[config.mk]
export PLATFORM = sky130hd
export DESIGN_NAME = fifo_stream_reader
export DESIGN_NICKNAME = d
export VERILOG_FILES = /design/src/rtl/fifo_stream_reader_pkg.sv /design/src/rtl/skid_buf2.sv /design/src/rtl/fifo_stream_reader.sv
export SDC_FILE = /design/constraint.sdc
export NUM_CORES = 1
export LEC_CHECK = 0
export CORE_AREA = 4 4 74 76
export CTS_BUF_LIST = sky130_fd_sc_hd__clkbuf_8
export DETAILED_ROUTE_END_ITERATION = 16
export DIE_AREA = 0 0 78 80
export PLACE_DENSITY = 0.81
export SLEW_MARGIN = 10
export SYNTH_ARGS = -nofsm -noshare
export SYNTH_HDL_FRONTEND = slang
export SYNTH_SLANG_ARGS = --single-unit
[constraint.sdc]
create_clock -name CLK -period 6.2 [get_ports CLK]
set_clock_uncertainty 0.05 [all_clocks]
set_input_delay 1.24 -clock CLK [delete_from_list [all_inputs] [get_ports CLK]]
set_output_delay 1.24 -clock CLK [all_outputs]
set_load 0.03 [all_outputs]
[src/rtl/fifo_stream_reader_pkg.sv]
// Shared constants and helpers for the fifo stream reader: word width,
// output-buffer depth and the depth of the fifo it reads from.
package fifo_stream_reader_pkg;

  localparam int DATA_W_DEF = 16;
  localparam int BUF_DEPTH  = 2;
  localparam int FIFO_DEPTH = 8;

  typedef logic [1:0] occ_t;

  // True when buffered words plus the outstanding read, minus the word
  // leaving this cycle, still leave space for one more read.
  function automatic logic room_for_read(input occ_t occ, input logic inflight, input logic pop);
    logic [2:0] committed;
    committed = {1'b0, occ} + {2'b00, inflight} - {2'b00, pop};
    return (committed < 3'(BUF_DEPTH));
  endfunction

endpackage

[src/rtl/skid_buf2.sv]
// Two-entry registered output buffer; head is entry 0, a pop shifts entry 1
// forward and a push lands in the first slot left free after that pop.
module skid_buf2
  import fifo_stream_reader_pkg::*;
#(
  parameter int DATA_W = DATA_W_DEF
) (
  input  logic              clk,
  input  logic              rst,
  input  logic              push,
  input  logic              pop,
  input  logic [DATA_W-1:0] din,
  output logic [DATA_W-1:0] head,
  output occ_t              occ
);

  logic [DATA_W-1:0] ent0, ent1, ent0_nxt, ent1_nxt;
  occ_t              occ_nxt, after_pop;

  // Next-state of the two entries and occupancy.
  always_comb begin
    ent0_nxt  = ent0;
    ent1_nxt  = ent1;
    after_pop = occ;
    occ_nxt   = occ;
    if (pop && (occ != 2'd0)) begin
      ent0_nxt  = ent1;
      after_pop = occ - 2'd1;
    end else begin
      after_pop = occ;
    end
    if (push) begin
      case (after_pop)
        2'd0: begin
          ent0_nxt = din;
          occ_nxt  = 2'd1;
        end
        2'd1: begin
          ent1_nxt = din;
          occ_nxt  = 2'd2;
        end
        // A full buffer is never pushed; the word is not stored.
        default: occ_nxt = after_pop;
      endcase
    end else begin
      occ_nxt = after_pop;
    end
  end

  // Entry and occupancy registers.
  always_ff @(posedge clk or posedge rst) begin
    if (rst) begin
      ent0 <= '0;
      ent1 <= '0;
      occ  <= 2'd0;
    end else begin
      ent0 <= ent0_nxt;
      ent1 <= ent1_nxt;
      occ  <= occ_nxt;
    end
  end

  assign head = ent0;

endmodule

[src/rtl/fifo_stream_reader.sv]
// Reads words from a 1-cycle-latency fifo and streams them downstream through
// a 2-entry registered buffer with valid/ready handshake and a word counter.
module fifo_stream_reader
  import fifo_stream_reader_pkg::*;
#(
  parameter int DATA_W = DATA_W_DEF,
  parameter int CNT_W  = 16
) (
  input  logic              CLK,
  input  logic              RST,
  input  logic              EN,
  output logic              FIFO_RD,
  input  logic [DATA_W-1:0] FIFO_DOUT,
  input  logic              FIFO_VALID,
  input  logic              FIFO_EMPTY,
  output logic [DATA_W-1:0] OUT_DATA,
  output logic              OUT_VALID,
  input  logic              OUT_READY,
  output logic [CNT_W-1:0]  WORD_CNT,
  output logic              DROP
);

  occ_t             occ;
  logic             inflight;
  logic             pop;
  logic             push;
  logic             underflow;
  logic             drop_q;
  logic [CNT_W-1:0] cnt;

  assign OUT_VALID = (occ != 2'd0);
  assign pop       = OUT_VALID & OUT_READY;
  assign push      = inflight & FIFO_VALID;
  assign underflow = inflight & ~FIFO_VALID;

  // Read strobe is combinational so a pop can be refilled in the same cycle;
  // reset gates it so it is low regardless of the clock.
  assign FIFO_RD = ~RST & EN & ~FIFO_EMPTY & room_for_read(occ, inflight, pop);

  skid_buf2 #(.DATA_W(DATA_W)) u_buf (
    .clk  (CLK),
    .rst  (RST),
    .push (push),
    .pop  (pop),
    .din  (FIFO_DOUT),
    .head (OUT_DATA),
    .occ  (occ)
  );

  // In-flight read tracker, underflow pulse and delivered-word counter.
  always_ff @(posedge CLK or posedge RST) begin
    if (RST) begin
      inflight <= 1'b0;
      drop_q   <= 1'b0;
      cnt      <= '0;
    end else begin
      inflight <= FIFO_RD;
      drop_q   <= underflow;
      if (pop) begin
        cnt <= cnt + CNT_W'(1);
      end else begin
        cnt <= cnt;
      end
    end
  end

  assign DROP     = drop_q;
  assign WORD_CNT = cnt;

endmodule

==> metrics.md <==
| Metric | Value |
|---|---|
| Yosys cell types | `29` |
| CORE AREA | `4720 µm²` |
| Clk pwr share | `17.6%` |
| Post-Syn Area | `2360 µm²` |
| Synth async-reset ratio | `100%` |
| Post-CTS Hold Buffers | `0` |
| Die H | `80 µm` |
| Final worst path period share | `84.8%` |
| Setup TNS Final | `0 ns` |
| Die X | `78 µm` |
| # clock sinks | `52` |
| Ports | `57` |
| Initial antenna violation count | `0` |
| Vias in the first global route | `1617` |
| CP startpoint | `OUT_READY` |
| Logic gate share of total power | `41.5%` |
| Crit path time final | `5.26 ns` |
| Maxcap violations | `0` |
| Most frequent cell after synthesis | `dfrtp_1` |
| Share of layout cells above drive strength 1 | `13.1%` |
| Largest net degree at the start of global routing | `53` |
| Detailed-route wire length per cell | `13.7 µm` |
| Status | `finished, final reports clean` |
| Synth area leaders | `dfrtp_1 55%, mux2_2 7.6%, mux2i_1 7.2%` |
| RePlAce Congestion | `0.790` |
| Post-Syn Area per Cell | `12.5 µm²` |
| Buffers on Ports | `56` |
| Setup bufs post-CTS | `0` |
| WP data required | `4.91 ns` |
| Antenna cell count | `0` |
| Area delta synth->final | `29.8%` |
| Initial Util | `49.9%` |
| CTS resizes | `0` |
| # H-tree levels | `2` |
| Detailed Place HPWL | `2.99 mm` |
| Setup violators final | `0` |
| Worst setup EP type | `output port` |
| Switching share of power | `36.4%` |
| Number of synthesized flops with an enable pin | `0` |
| DR iter-0 viols | `42` |
| NetSw | `0.442 mW` |
| Syn nets | `218` |
| #FFs+latches synth | `52` |
| Max VDD drop | `0.220 mV` |
| Post-synthesis sequential area ratio | `55.2%` |
| Synth area leader | `dfrtp_1` |
| Pint | `0.773 mW` |
| FF-to-FF Start | `u_buf.occ[1]$_DFF_PP0_` |
| CP Cell Sequence | `clkdlybuf4s50_1, nor2b_2, ha_1, inv_1, nand2_1, fa_1, nand2_1, nor4_1, clkdlybuf4s50_1` |
| Final slew viol count | `0` |
| Number of routed nets with antenna violations | `0` |
| Fillers | `395` |
| RSZ-0062 raised after global routing | `no` |
| Clock Tree Buf Depth | `2` |
| Layout Nets | `274` |
| Detail-routed via count per cell | `4.98` |
| TritonCTS clock tree | `yes` |
| Clock latency on the worst-skew pair | `0.29 ns` |
| Mapped Cells | `189` |
| Total global-route track usage | `15.0%` |
| Fin util | `64.8%` |
| Slowest cell on the critical path | `clkdlybuf4s50_1` |
| Global-route wire length before repair | `7.42 mm` |
| Ys flop type | `dfrtp_1` |
| Grt ovf | `0` |
| Hold_sp | `WORD_CNT[15]$_DFFE_PP0P_` |
| Drt pass-1 iters | `4` |
| Drt drc | `0` |
| Min-Delay Path Class | `reg -> reg` |
| Final setup margin | `0.940 ns` |
| Sequential cell area | `1300 µm²` |
| Actual slew at the worst max-slew pin | `1.05 ns` |
| CP max stage delay | `0.74 ns` |
| Worst EP arrival | `3.97 ns` |
| Fmax | `190 MHz` |
| Final Hold Fails | `0` |
| Critical path fanouts, max | `4` |
| Post-synth top cells | `52 x dfrtp_1, 26 x nand2_1, 17 x mux2i_1, 16 x mux2_2, 12 x o21ai_1` |
| Total Routed Length | `4.26 mm` |
| Global Route met1 Usage | `18.7%` |
| Crit Path Category | `in -> out` |
| Area of the multi-input gates | `990 µm²` |
| Via count | `1549` |
| Worst slew margin | `30.1%` |
| Clock Pin Slew Worst Setup and Hold Paths | `0.08 ns` |
| Power Density | `397 nW/µm²` |
| Leakage | `1.43 nW` |
| GRT Max-Usage Layer | `met2` |
| Flop pwr share | `40.9%` |
| Clock root buffer | `clkbuf_8` |
| Post-synth top area share | `55.2%` |
| Die area | `6240 µm²` |
| Num rows | `25` |
| Pre-CTS WS | `0.967 ns` |
| Met2 Use GR | `25.2%` |
| M3 GR Usage | `4.51%` |
| Type of origin of the critical path | `input port` |
| Cts bufs inserted | `5` |
| Synth Warn # | `0` |
[area by class of cell]
cell class	instances	area share [%]
flip-flops and latches	52	42.5
multi-input cells	124	32.3
repair buffers	57	18.6
well taps	67	2.74
clock buffers	5	2.25
clock inverters	1	0.981
inverters	5	0.613
[cells in the final DEF (no fill, tap or decap), drive strengths merged]
cell type,n
xor2,9
xnor2,7
nand3b,1
o21ai,16
dfrtp,52
nor4,3
clkdlybuf4s50,56
nor3,2
or2,1
and4,1
nand4,3
clkbuf,5
mux2,18
nor2b,2
nand2,26
buf,1
nand3,4
fa,1
bufinv,1
mux2i,17
nor2,3
and3,3
ha,6
inv,5
a21oi,1
[sequential cells by signal, indices dropped and copies added, names as in the netlist]
register and cells:
DROP 1, inflight 1, WORD_CNT 16, u_buf.occ 2, u_buf.ent1 16, u_buf.head 16
[cell families after synthesis]
logic type / synth area share, %
AOI/OAI and AO/OA: 3.61
xor gates and xnor gates: 5.95
adders and majority gates: 4.03
buffers and inverters: 2.92
DFF: 55.2
muxes: 15.8
and+or+nand+nor: 12.5
[metal layers]
metal | vias to the layer above | part of all wire (%)
met5 | - | 0
met3 | 4 | 6.1
met4 | 0 | 0.85
met1 | 749 | 44
met2 | 40 | 49
li1 | 756 | -
[per-stage QoR]
stage,instances,power [mW],hold WS [ns],cell area [µm²]
after floorplan,189,0.825,0.429,2360
after global placement,305,0.999,0.410,2960
after detailed placement,305,1.01,0.416,2960
after CTS,311,1.23,0.428,3060
after global routing,311,1.30,0.436,3060
final,311,1.22,0.419,3060
[worst max-delay path, delay by kind of cell]
family,cells,cell delay (ns)
buffers and inverters,3,1.35
AND/OR/NAND/NOR,4,0.59
adder cells (fa/ha/maj),2,0.77
[worst paths after layout]
kind	slack, ns	cells after the start	end
worst max register to register	3.29	8	u_buf.head[14]$_DFF_PP0_
min in group asynchronous	1.50	2	inflight$_DFF_PP0_
worst min-delay path	0.42	1	WORD_CNT[15]$_DFFE_PP0P_
worst max-delay path	0.94	9	FIFO_RD
max in group asynchronous	3.95	2	WORD_CNT[4]$_DFFE_PP0P_
worst min register to register	0.42	1	WORD_CNT[15]$_DFFE_PP0P_
[power by group through the flow]
stage	Combinational (mW)	Sequential, mW	Clock [mW]
floorplan	0.219	0.606	0
global placement	0.496	0.502	0
detailed placement	0.507	0.503	0
CTS	0.512	0.499	0.225
global route	0.548	0.514	0.237
finish	0.504	0.497	0.214
No activity file was read; power rests on OpenSTA's default activity.
